**src/rtl/execute_muldiv_unit.sv**
```systemverilog
`default_nettype none
// ============================================================================
// Module      : execute_muldiv_unit
// Description : Iterative RV32M/RV64M multiply/divide engine for the execute
//               phase. Shift-add multiply and restoring divide retire
//               RADIX_BITS bits per CALC cycle. Execute is stalled until the
//               result is ready, then the result and its rd are registered
//               for the memory-access stage.
//               Optional macro MULDIV_EARLY_OUT_EN: trivial operations
//               (divide by zero, signed overflow, unsigned divide by one,
//               MUL/MULHU with a zero operand) skip the CALC phase.
// Revision    : 1.0 - initial release
// ============================================================================
module execute_muldiv_unit #(
   parameter int XLEN       = 32,
   parameter int RADIX_BITS = 1
) (
   input  logic            clk,
   input  logic            rst_n,
   input  logic            phase_execute,
   input  logic            muldiv_req,
   input  logic [2:0]      funct3,
   input  logic [XLEN-1:0] rs1data_de,
   input  logic [XLEN-1:0] rs2data_de,
   input  logic [4:0]      rdsel_de,
   input  logic            flush,
   output logic            stall_execute,
   output logic            muldiv_valid_em,
   output logic [XLEN-1:0] muldiv_out_em,
   output logic [4:0]      rdsel_em
);

   localparam int ITER  = XLEN / RADIX_BITS;
   localparam int CNT_W = $clog2(ITER);
   localparam logic [CNT_W-1:0] CNT_LAST = CNT_W'(ITER - 1);

   typedef enum logic [2:0] {
      IDLE = 3'd0,
      PREP = 3'd1,
      CALC = 3'd2,
      FIX  = 3'd3,
      DONE = 3'd4
   } state_t;

   state_t state, state_nx;

   // Latched request
   logic [2:0]      op;
   logic [XLEN-1:0] opa, opb;
   logic [4:0]      rd;

   // Working registers: hi = product high / partial remainder,
   // lo = multiplier then product low / dividend then quotient.
   logic [XLEN-1:0] mag_b;
   logic [XLEN-1:0] hi, lo;
   logic [CNT_W-1:0] cnt;
   logic            neg_q, neg_r;
   logic [XLEN-1:0] result;

   // Operand decode
   logic            accept;
   logic            is_div;
   logic            sign_a, sign_b;
   logic            a_neg, b_neg, b_zero;
   logic [XLEN-1:0] a_mag, b_mag;
   logic            neg_q_nx;

   // PREP load values (bypass values when early-out applies)
   logic            early;
   logic [XLEN-1:0] prep_hi, prep_lo;

   // One CALC step
   logic [XLEN+RADIX_BITS-1:0] addend, psum;
   logic [XLEN-1:0]            mul_hi, mul_lo;
   logic [XLEN:0]              trial;
   logic [XLEN-1:0]            rem_t, quo_t;
   logic [XLEN-1:0]            step_hi, step_lo;

   // Sign correction and result select
   logic [2*XLEN-1:0] prod, prod_s;
   logic [XLEN-1:0]   q_s, r_s, fix_res;

   assign accept = (state == IDLE) & phase_execute & muldiv_req;
   assign is_div = op[2];
   assign sign_a = (op == 3'b001) | (op == 3'b010) | (op == 3'b100) | (op == 3'b110);
   assign sign_b = (op == 3'b001) | (op == 3'b100) | (op == 3'b110);
   assign a_neg  = sign_a & opa[XLEN-1];
   assign b_neg  = sign_b & opb[XLEN-1];
   assign a_mag  = a_neg ? -opa : opa;
   assign b_mag  = b_neg ? -opb : opb;
   assign b_zero = (opb == '0);
   // A zero divisor yields an all-ones quotient regardless of operand signs.
   assign neg_q_nx = is_div ? ((a_neg ^ b_neg) & ~b_zero) : (a_neg ^ b_neg);

`ifdef MULDIV_EARLY_OUT_EN
   logic div_zero, div_ovf, divu_one, mul_zero;
   assign div_zero = is_div & b_zero;
   assign div_ovf  = is_div & ~op[0] & (opa == {1'b1, {(XLEN-1){1'b0}}}) & (opb == '1);
   assign divu_one = is_div & op[0] & (opb == XLEN'(1));
   assign mul_zero = ((op == 3'b000) | (op == 3'b011)) & ((opa == '0) | b_zero);
   assign early    = div_zero | div_ovf | divu_one | mul_zero;
   // Load the final hi/lo pair directly so FIX sees a finished computation.
   assign prep_hi  = (early & div_zero) ? a_mag : '0;
   assign prep_lo  = !early ? a_mag : (div_zero ? '1 : (mul_zero ? '0 : a_mag));
`else
   assign early    = 1'b0;
   assign prep_hi  = '0;
   assign prep_lo  = a_mag;
`endif

   // Combinational CALC step: RADIX_BITS shift-add or restoring-divide bits
   always_comb begin
      addend = '0;
      for (int k = 0; k < RADIX_BITS; k++) begin
         if (lo[k]) addend = addend + ({{RADIX_BITS{1'b0}}, mag_b} << k);
      end
      psum   = {{RADIX_BITS{1'b0}}, hi} + addend;
      mul_hi = psum[XLEN+RADIX_BITS-1:RADIX_BITS];
      mul_lo = {psum[RADIX_BITS-1:0], lo[XLEN-1:RADIX_BITS]};

      trial = '0;
      rem_t = hi;
      quo_t = lo;
      for (int k = 0; k < RADIX_BITS; k++) begin
         trial = {rem_t, quo_t[XLEN-1]};
         quo_t = quo_t << 1;
         if (trial >= {1'b0, mag_b}) begin
            trial    = trial - {1'b0, mag_b};
            quo_t[0] = 1'b1;
         end
         rem_t = trial[XLEN-1:0];
      end

      step_hi = is_div ? rem_t : mul_hi;
      step_lo = is_div ? quo_t : mul_lo;
   end

   // Sign correction of magnitudes and selection of the architectural result
   always_comb begin
      prod   = {hi, lo};
      prod_s = neg_q ? -prod : prod;
      q_s    = neg_q ? -lo : lo;
      r_s    = neg_r ? -hi : hi;
      case (op)
         3'b000:                 fix_res = prod_s[XLEN-1:0];
         3'b001, 3'b010, 3'b011: fix_res = prod_s[2*XLEN-1:XLEN];
         3'b100, 3'b101:         fix_res = q_s;
         default:                fix_res = r_s;
      endcase
   end

   // State register
   always_ff @(posedge clk or posedge rst_n) begin
      if (rst_n) state <= IDLE;
      else       state <= state_nx;
   end

   // Next-state logic and execute stall; flush aborts any active operation
   always_comb begin
      state_nx      = state;
      stall_execute = 1'b0;
      case (state)
         IDLE: begin
            stall_execute = phase_execute & muldiv_req;
            if (accept && !flush) state_nx = PREP;
         end
         PREP: begin
            stall_execute = 1'b1;
            if (flush)      state_nx = IDLE;
            else if (early) state_nx = FIX;
            else            state_nx = CALC;
         end
         CALC: begin
            stall_execute = 1'b1;
            if (flush)              state_nx = IDLE;
            else if (cnt == '0)     state_nx = FIX;
         end
         FIX: begin
            stall_execute = 1'b1;
            state_nx      = flush ? IDLE : DONE;
         end
         DONE:    state_nx = IDLE;
         default: state_nx = IDLE;
      endcase
   end

   // Datapath: latch request, prepare magnitudes, iterate, fix up, publish
   always_ff @(posedge clk or posedge rst_n) begin
      if (rst_n) begin
         op              <= '0;
         opa             <= '0;
         opb             <= '0;
         rd              <= '0;
         mag_b           <= '0;
         hi              <= '0;
         lo              <= '0;
         cnt             <= '0;
         neg_q           <= 1'b0;
         neg_r           <= 1'b0;
         result          <= '0;
         muldiv_out_em   <= '0;
         rdsel_em        <= '0;
         muldiv_valid_em <= 1'b0;
      end else begin
         case (state)
            IDLE: begin
               if (accept && !flush) begin
                  op  <= funct3;
                  opa <= rs1data_de;
                  opb <= rs2data_de;
                  rd  <= rdsel_de;
               end
            end
            PREP: begin
               mag_b <= b_mag;
               hi    <= prep_hi;
               lo    <= prep_lo;
               neg_q <= neg_q_nx;
               neg_r <= a_neg;
               cnt   <= CNT_LAST;
            end
            CALC: begin
               hi  <= step_hi;
               lo  <= step_lo;
               cnt <= cnt - CNT_W'(1);
            end
            FIX: result <= fix_res;
            DONE: begin
               if (!flush) begin
                  muldiv_out_em <= result;
                  rdsel_em      <= rd;
               end
            end
            default: ;
         endcase
         muldiv_valid_em <= (state == DONE) && !flush;
      end
   end

endmodule
`default_nettype wire

```
**config.mk**
```make
export PLATFORM = sky130hd
export DESIGN_NAME = execute_muldiv_unit
export DESIGN_NICKNAME = d
export VERILOG_FILES = /design/src/rtl/execute_muldiv_unit.sv
export SDC_FILE = /design/constraint.sdc
export NUM_CORES = 1
export LEC_CHECK = 0
export ABC_CLOCK_PERIOD_IN_PS = 10500
export CORE_MARGIN = 1
export CORE_UTILIZATION = 40
export CTS_BUF_LIST = sky130_fd_sc_hd__clkbuf_16
export DETAILED_ROUTE_END_ITERATION = 16
export GPL_ROUTABILITY_DRIVEN = 0
export PLACE_DENSITY_LB_ADDON = 0.12
export SYNTH_ARGS = -nofsm -noshare
export SYNTH_HDL_FRONTEND = slang
export SYNTH_SLANG_ARGS = --single-unit
```
**constraint.sdc**
```tcl
create_clock -name clk -period 10.5 [get_ports clk]
set_clock_uncertainty 0.05 [all_clocks]
set_input_delay 3.15 -clock clk [delete_from_list [all_inputs] [get_ports clk]]
set_output_delay 3.15 -clock clk [all_outputs]
set_load 0.02 [all_outputs]
```
==> results of run 1 <==
## power by group
part | internal (mW) | switching, mW | leakage [nW]
logic | 1.31 | 1.88 | 4.87
registers | 1.24 | 0.517 | 3.13
clock network | 0.553 | 0.428 | 0.459
total | 3.10 | 2.83 | 8.46
## kinds of logic after synthesis
kind of cell,after synthesis,share of synthesized area [%]
buffers and inverters,201,4.50
and+or+nand+nor,550,14.7
xor gates and xnor gates,191,9.48
AOI/OAI and AO/OA,581,21.4
muxes,156,9.62
adders and majority gates,72,5.19
DFF,248,35.2
## metrics by stage
step	worst slack, ps	utilization [%]	instances
floorplan	485	-	1999
global placement	2850	44.3	2572
detailed placement	2850	44.3	2572
CTS	2840	46.4	2626
global route	2780	46.4	2626
finish	2850	46.4	2626
## worst min path at each step
stage | startpoint | to | slack [ps] | depth (start not counted)
floorplan | result[1]$_DFFE_PP0P_ | result[1]$_DFFE_PP0P_ | 390 | 2
global placement | result[1]$_DFFE_PP0P_ | result[1]$_DFFE_PP0P_ | 410 | 2
detailed placement | result[1]$_DFFE_PP0P_ | result[1]$_DFFE_PP0P_ | 410 | 2
CTS | result[1]$_DFFE_PP0P_ | result[1]$_DFFE_PP0P_ | 430 | 2
global route | result[18]$_DFFE_PP0P_ | result[18]$_DFFE_PP0P_ | 460 | 2
finish | result[1]$_DFFE_PP0P_ | result[1]$_DFFE_PP0P_ | 420 | 2
## placed cells by master (no fill, tap or decap), types with 37 or more instances in the layout
master	n
xor2_1	102
a21o_1	37
nor3_1	37
mux2i_1	46
o211ai_1	42
nor2_1	127
xnor2_1	89
dfrtp_1	246
ha_1	70
inv_1	63
a21oi_1	104
mux2_2	109
clkdlybuf4s50_1	115
nand2_1	233
o21ai_0	178
## routing by layer
metal / wire [µm] / track usage (%) / vias up
li1: - / - / 7272
met1: 25300 / 34.2 / 7247
met2: 21900 / 34.6 / 450
met3: 2830 / 2.78 / 71
met4: 1320 / 6.40 / 0
met5: 0 / 0 / -
## worst reg2reg max path, delay by kind of cell (launching register included)
kind                     cells  cell delay, ps
adder cells (fa/ha/maj)      1             350
flip-flops                   1             500
AND/OR/NAND/NOR              2             320
XOR/XNOR                     1             200
buffers and inverters        2             490
AO/OA/AOI/OAI                7            2240
## cell type report
cell class | instances | share of cell area [%]
Clock buffer | 29 | 3.62
Multi-Input combinational cell | 1550 | 53.3
Timing Repair Buffer | 132 | 6.44
Inverter | 57 | 1.10
Sequential cell | 248 | 30.9
Tap cell | 585 | 3.65
Clock inverter | 25 | 0.935
## state kept, by name, indices dropped and copies added (netlist names)
signal	flops
cnt	5
hi	32
lo	32
mag_b	32
muldiv_out_em	32
muldiv_valid_em	1
neg_q	1
neg_r	1
op	3
opa	32
opb	32
rd	5
rdsel_em	5
result	32
state	3
==> impl_metrics.yaml, run 1 <==
outcome:
  status: "complete, no violations"
clock_tree:
  clk_latency_ps: 580
  cts_resized: 0
  cts_buffer_depth: 3
  cts_hold_buf: 0
  clock-root-buffer: "clkbuf_16"
  post_cts_buffers: 0
  clk_pin_slew_ps: 60
  cts_tree: "yes"
  cts_sinks: 248
  cts_max_level: 1
  numCtsBuffers: 29
setup_path:
  r2r-start: "lo[0]$_DFFE_PP0P_"
  critPathKind: "primary input to output pin"
  cp-start-kind: "primary input"
  required_ps: 7300
  crit_buf_inv: 2
  r2r-end: "hi[30]$_DFFE_PP0P_"
  crit_top_cell: "clkdlybuf4s50_1"
  cp_slowest_cell: "clkdlybuf4s50_1"
  rrSetupSlack_ps: 6260
  worst-path-stages: 4
  crit_arrival_ps: 4450
  cp-end-kind: "output pin"
  cp_max_fo: 3
  critPathTopFamily: "buffers and inverters"
  crit_start: "muldiv_req"
  critical_path.cell_chain: "clkdlybuf4s50_1 > nand2_1 > a21oi_1 > clkdlybuf4s50_1"
  ff2ff_path_depth: 13
  slowest_delay_ps: 620
  crit_end: "stall_execute"
grt:
  grt_pass1_vias: 14400
  track_usage_pct: 23.0
  antenna_found_initial: 0
  grt_pass1_wl_um: 81700
  overflow: 0
  grt_max_degree: 131
timing:
  finalCritPeriodShare_pct: 72.9
  finalSetupViolCount: 0
  rsz0062_at_grt: "no"
  fmax_mhz: 131
  slew_violations: 0
  fin_crit_ps: 7650
  max_slew.worst_pin.slew_ps: 1360
  relSlewSlack_pct: 8.87
  fin_setup_tns_ps: 0
  finalHoldViolCount: 0
  hold_ws_ps: 422
route:
  dr.pass1.iters: 6
  drtIter0Drc: 1179
  postRouteAntennaNets: 0
  drc: 0
  wl_per_cell_um: 19.5
  viasPerCell: 5.73
  vias: 15000
  wl_um: 51300
synthesis:
  synthFlopType: "dfrtp_1"
  yosys-top-cells-area: "dfrtp_1, mux2_2, o21ai_0"
  synth_commonest_cells: "dfrtp_1, nand2_1, o21ai_0"
  synth_warnings: 0
  synth_cells: 1999
  ys_seq_area_share_pct: 35.2
  synth_edf_count: 0
  syn_area_mm2: 0.0177
  yosysTopAreaCell: "dfrtp_1"
  async_flop_share_pct: 100
  synth_top_area_share_pct: 35.2
  ys_ff_latch: 248
  synth_most_common_cell: "dfrtp_1"
  syn_nets: 2148
  synth_cell_types: 88
  syn_avg_cell_area_um2: 8.83
die:
  die_h_um: 212
  start_util_pct: 40.8
  die_x_um: 212
  dieArea_mm2: 0.0450
  ioPinCount: 116
  core-area_mm2: 0.0433
  fp-row-count: 76
cells_and_area:
  regArea_mm2: 0.00621
  fin_nets: 2167
  area_growth_pct: 13.6
  drive_gt1_share_pct: 10.4
  postLayoutCellArea_mm2: 0.0201
  fillerInstances: 4184
  multi_input_area_mm2: 0.0107
  num_antenna_cells: 0
power:
  power_density_mw_per_mm2: 296
  total_leakage_power_nw: 8.46
  vdd_ir_drop_max_v: 0.000167
  p_total_mw: 5.93
placed_design:
  place_hpwl_um: 37200
  port_buffers: 115
  dpl_cell_area_mm2: 0.0192
run:
  cap_violations: 0
worst_hold_path:
  hold_class: "flop to flop"
No activity file was read; power rests on OpenSTA's default activity.
==> run 2, diff against run 1 <==
--- a/config.mk
+++ b/config.mk
@@ -5,7 +5,7 @@
 export SDC_FILE = /design/constraint.sdc
 export NUM_CORES = 1
 export LEC_CHECK = 0
-export ABC_CLOCK_PERIOD_IN_PS = 10500
+export ABC_CLOCK_PERIOD_IN_PS = 7800
 export CORE_MARGIN = 1
 export CORE_UTILIZATION = 40
 export CTS_BUF_LIST = sky130_fd_sc_hd__clkbuf_16
==> constraint.sdc (replaced) <==
create_clock -name clk -period 7.8 [get_ports clk]
set_clock_uncertainty 0.05 [all_clocks]
set_input_delay 2.34 -clock clk [delete_from_list [all_inputs] [get_ports clk]]
set_output_delay 2.34 -clock clk [all_outputs]
set_load 0.02 [all_outputs]
==> impl_metrics.yaml, run 2 (synthesis gave the netlist of run 1 again) <==
route:
  dr.pass1.iters: 6
  postRouteAntennaNets: 0
  vias: 15000
  drc: 0
  wl_per_cell_um: 19.7
  wl_um: 51700
  viasPerCell: 5.71
  drtIter0Drc: 1322
cells_and_area:
  final_common_cell: "dfrtp_1"
  num_antenna_cells: 0
  multi_input_area_mm2: 0.0107
  regArea_mm2: 0.00621
  stdcell_count: 2627
  drive_gt1_share_pct: 10.5
  area_growth_pct: 13.6
  fillerInstances: 4225
  fin_nets: 2171
  mostFrequentLayoutCells: "dfrtp_1, nand2_1, o21ai_0, nor2_1, clkdlybuf4s50_1"
  fin_util_pct: 46.4
outcome:
  status: "complete, no violations"
setup_path:
  crit_arrival_ps: 3660
  required_ps: 5410
  cp-start-kind: "primary input"
  cp_max_fo: 3
  critPathKind: "primary input to output pin"
  cp-end-kind: "output pin"
timing:
  fin_setup_tns_ps: 0
  rsz0062_at_grt: "no"
  finalSetupViolCount: 0
  fmax_mhz: 165
  finalHoldViolCount: 0
  slew_violations: 0
  max_slew.worst_pin.slew_ps: 1150
  finalCritPeriodShare_pct: 77.5
  relSlewSlack_pct: 23.3
  fin_crit_ps: 6050
placed_design:
  place_hpwl_um: 37400
  numPlacedInstances: 2576
  port_buffers: 115
grt:
  antenna_found_initial: 0
  grt_pass1_wl_um: 83000
  track_usage_pct: 23.4
  grt_max_degree: 169
  overflow: 0
  grt_pass1_vias: 14500
clock_tree:
  cts_resized: 0
  cts_sinks: 248
  numCtsBuffers: 29
  post_cts_buffers: 0
  clk_latency_ps: 580
  clk_pin_slew_ps: 60
  clock-root-buffer: "clkbuf_16"
  cts_hold_buf: 0
  cts_buffer_depth: 3
  cts_tree: "yes"
  cts_max_level: 1
die:
  die_x_um: 212
  dieArea_mm2: 0.0450
  core-area_mm2: 0.0433
  start_util_pct: 40.8
  ioPinCount: 116
  die_h_um: 212
  fp-row-count: 76
power:
  vdd_ir_drop_max_v: 0.000168
  total_leakage_power_nw: 8.47
  power_density_mw_per_mm2: 397
run:
  cap_violations: 0
worst_hold_path:
  hold_class: "flop to flop"
run 2: changes by cell type in the layout (fill, tap and decap cells not counted), sizes merged:
cell,previous run,this run
clkinvlp,4,2
buf,17,21
inv,67,64
clkinv,9,11
run 2: path summary, 6_finish.rpt:
kind	cells past startpoint	to	slack, ps	from
max	4	stall_execute	1750	phase_execute
min	2	mag_b[13]$_DFFE_PP0P_	430	mag_b[13]$_DFFE_PP0P_
max reg2reg	11	hi[28]$_DFFE_PP0P_	3550	hi[9]$_DFFE_PP0P_
min reg2reg	2	mag_b[13]$_DFFE_PP0P_	430	mag_b[13]$_DFFE_PP0P_
max in group asynchronous	3	op[2]$_DFFE_PP0P_	4120	rst_n
min in group asynchronous	2	muldiv_out_em[28]$_DFFE_PP0P_	2200	rst_n
run 2: final cells by class:
type                            count  share of cell area [%]
Clock buffer                       29                    3.62
Clock inverter                     22                   0.780
Inverter                           57                    1.09
Multi-Input combinational cell   1550                    53.3
Sequential cell                   248                    31.0
Tap cell                          585                    3.65
Timing Repair Buffer              136                    6.59
run 2: through the flow:
| stage | total power [mW] | cell area, µm² | setup WS (ps) | hold WS [ps] |
|---|---|---|---|---|
| 2_1_floorplan | 5.46 | 17700 | 2150 | 390 |
| 3_3_place_gp | 6.55 | 19200 | 1780 | 413 |
| 3_5_place_dp | 6.61 | 19200 | 1750 | 420 |
| 4_1_cts | 7.94 | 20100 | 1730 | 432 |
| 5_1_grt | 8.58 | 20100 | 1660 | 453 |
| 6_report | 7.97 | 20100 | 1750 | 428 |
run 2: power breakdown:
group,total [mW],internal (mW),leakage (nW),switching [mW]
combinational,4.31,1.77,4.89,2.54
clock,1.30,0.735,0.461,0.563
sequential,2.36,1.67,3.13,0.694
run 2: layer usage:
layer	GRT usage [%]	wire, µm	part of all wire [%]	up-vias
met5	0	0	0	-
met4	6.55	1230	2.4	0
met3	2.13	2620	5.1	74
met2	35.3	22200	43	417
met1	35.2	25600	50	7240
li1	-	-	-	7263
run 2: critical path, cell delays in order:
cell	delay (ps)
clkdlybuf4s50_1	450
nand2_1	80
a21oi_1	150
clkdlybuf4s50_1	630
==> run 3, diff against run 2 <==
--- a/config.mk
+++ b/config.mk
@@ -5,7 +5,7 @@
 export SDC_FILE = /design/constraint.sdc
 export NUM_CORES = 1
 export LEC_CHECK = 0
-export ABC_CLOCK_PERIOD_IN_PS = 7800
+export ABC_CLOCK_PERIOD_IN_PS = 5050
 export CORE_MARGIN = 1
 export CORE_UTILIZATION = 40
 export CTS_BUF_LIST = sky130_fd_sc_hd__clkbuf_16
==> constraint.sdc (replaced) <==
create_clock -name clk -period 5.05 [get_ports clk]
set_clock_uncertainty 0.05 [all_clocks]
set_input_delay 1.515 -clock clk [delete_from_list [all_inputs] [get_ports clk]]
set_output_delay 1.515 -clock clk [all_outputs]
set_load 0.02 [all_outputs]
==> impl_metrics.yaml, run 3 (synthesis gave the netlist of run 1 again) <==
outcome:
  status: "complete, no violations"
placed_design:
  place_hpwl_um: 37900
  dpl_cell_area_mm2: 0.0192
  port_buffers: 115
  numPlacedInstances: 2578
die:
  ioPinCount: 116
  start_util_pct: 40.8
  die_h_um: 212
  die_x_um: 212
  dieArea_mm2: 0.0450
  fp-row-count: 76
  core-area_mm2: 0.0433
route:
  postRouteAntennaNets: 0
  viasPerCell: 5.70
  drtIter0Drc: 1147
  wl_per_cell_um: 19.8
  wl_um: 52100
  dr.pass1.iters: 5
  vias: 15000
  drc: 0
cells_and_area:
  regArea_mm2: 0.00621
  area_growth_pct: 14.6
  multi_input_area_mm2: 0.0107
  fillerInstances: 4176
  drive_gt1_share_pct: 10.7
  postLayoutCellArea_mm2: 0.0202
  num_antenna_cells: 0
  stdcell_count: 2631
  fin_nets: 2173
  mostFrequentLayoutCells: "dfrtp_1, nand2_1, o21ai_0, nor2_1, clkdlybuf4s50_1"
  final_common_cell: "dfrtp_1"
grt:
  grt_pass1_vias: 14600
  grt_max_degree: 95
  overflow: 0
  grt_pass1_wl_um: 83200
  antenna_found_initial: 0
  track_usage_pct: 23.4
power:
  p_total_mw: 12.8
  power_frac_comb_pct: 53.4
  p_seq_share_pct: 28.9
  total_leakage_power_nw: 8.54
  switching_share_pct: 47.1
  power_density_mw_per_mm2: 632
  clock_power_share_pct: 17.7
  p_int_mw: 6.77
  vdd_ir_drop_max_v: 0.000397
  p_switching_mw: 6.02
setup_path:
  cp_max_fo: 3
  rrSetupSlack_ps: 1020
  crit_arrival_ps: 2830
  required_ps: 3490
  critPathKind: "primary input to output pin"
  ff2ff_path_depth: 13
  r2r-start: "lo[0]$_DFFE_PP0P_"
  cp-end-kind: "output pin"
  cp-start-kind: "primary input"
  r2r-end: "hi[28]$_DFFE_PP0P_"
timing:
  max_slew.worst_pin.slew_ps: 1180
  slew_violations: 0
  finalSetupViolCount: 0
  finalCritPeriodShare_pct: 87.0
  relSlewSlack_pct: 21.2
  fmax_mhz: 228
  fin_crit_ps: 4390
  rsz0062_at_grt: "no"
  finalHoldViolCount: 0
  fin_setup_tns_ps: 0
clock_tree:
  cts_max_level: 1
  cts_sinks: 248
  clk_pin_slew_ps: 60
  clk_latency_ps: 570
  cts_hold_buf: 0
  post_cts_buffers: 0
  numCtsBuffers: 29
  cts_resized: 0
  cts_tree: "yes"
  cts_buffer_depth: 3
  clock-root-buffer: "clkbuf_16"
worst_hold_path:
  min_to: "result[1]$_DFFE_PP0P_"
  hp-start: "result[1]$_DFFE_PP0P_"
  hold_class: "flop to flop"
  worstHoldPathCells: 2
run:
  cap_violations: 0
## run 3: how the worst max path moves through the flow
stage                     startpoint  cells after the start  slack, ps                  to
after global placement    muldiv_req                      4        650       stall_execute
after CTS                 muldiv_req                      4        650       stall_execute
after floorplan                rst_n                      1        230  cnt[0]$_DFFE_PP0P_
after global routing      muldiv_req                      4        590       stall_execute
after detailed placement  muldiv_req                      4        660       stall_execute
final                     muldiv_req                      4        660       stall_execute
## run 3: cell type report
type	instances	share of cell area, %
Sequential cell	248	30.7
Timing Repair Buffer	138	6.73
Clock buffer	29	3.59
Inverter	57	1.08
Multi-Input combinational cell	1550	52.9
Tap cell	585	3.62
Clock inverter	24	1.45
## run 3: layer usage
layer	routed length, µm	GRT usage (%)
met1	25400	34.8
met3	2800	2.60
met5	0	0
met4	1570	7.90
met2	22300	35.0
## run 3: critical path, cell delays in order
cell and delay [ps]:
clkdlybuf4s50_1 460, nand2_1 90, a21oi_1 140, clkdlybuf4s50_1 620
## run 3: power by group through the flow
stage,sequential [mW],clock [mW],combinational (mW)
global route,3.78,2.41,7.59
floorplan,3.07,0,5.37
CTS,3.67,2.34,6.75
global placement,3.68,0,6.62
detailed placement,3.71,0,6.71
finish,3.69,2.27,6.83
## run 3: through the flow
stage / hold slack (ps) / setup slack (ps) / utilization, %
floorplan: 390 / 225 / -
global placement: 412 / 653 / 44.4
detailed placement: 415 / 661 / 44.4
CTS: 430 / 647 / 46.8
global route: 449 / 590 / 46.8
finish: 425 / 658 / 46.8
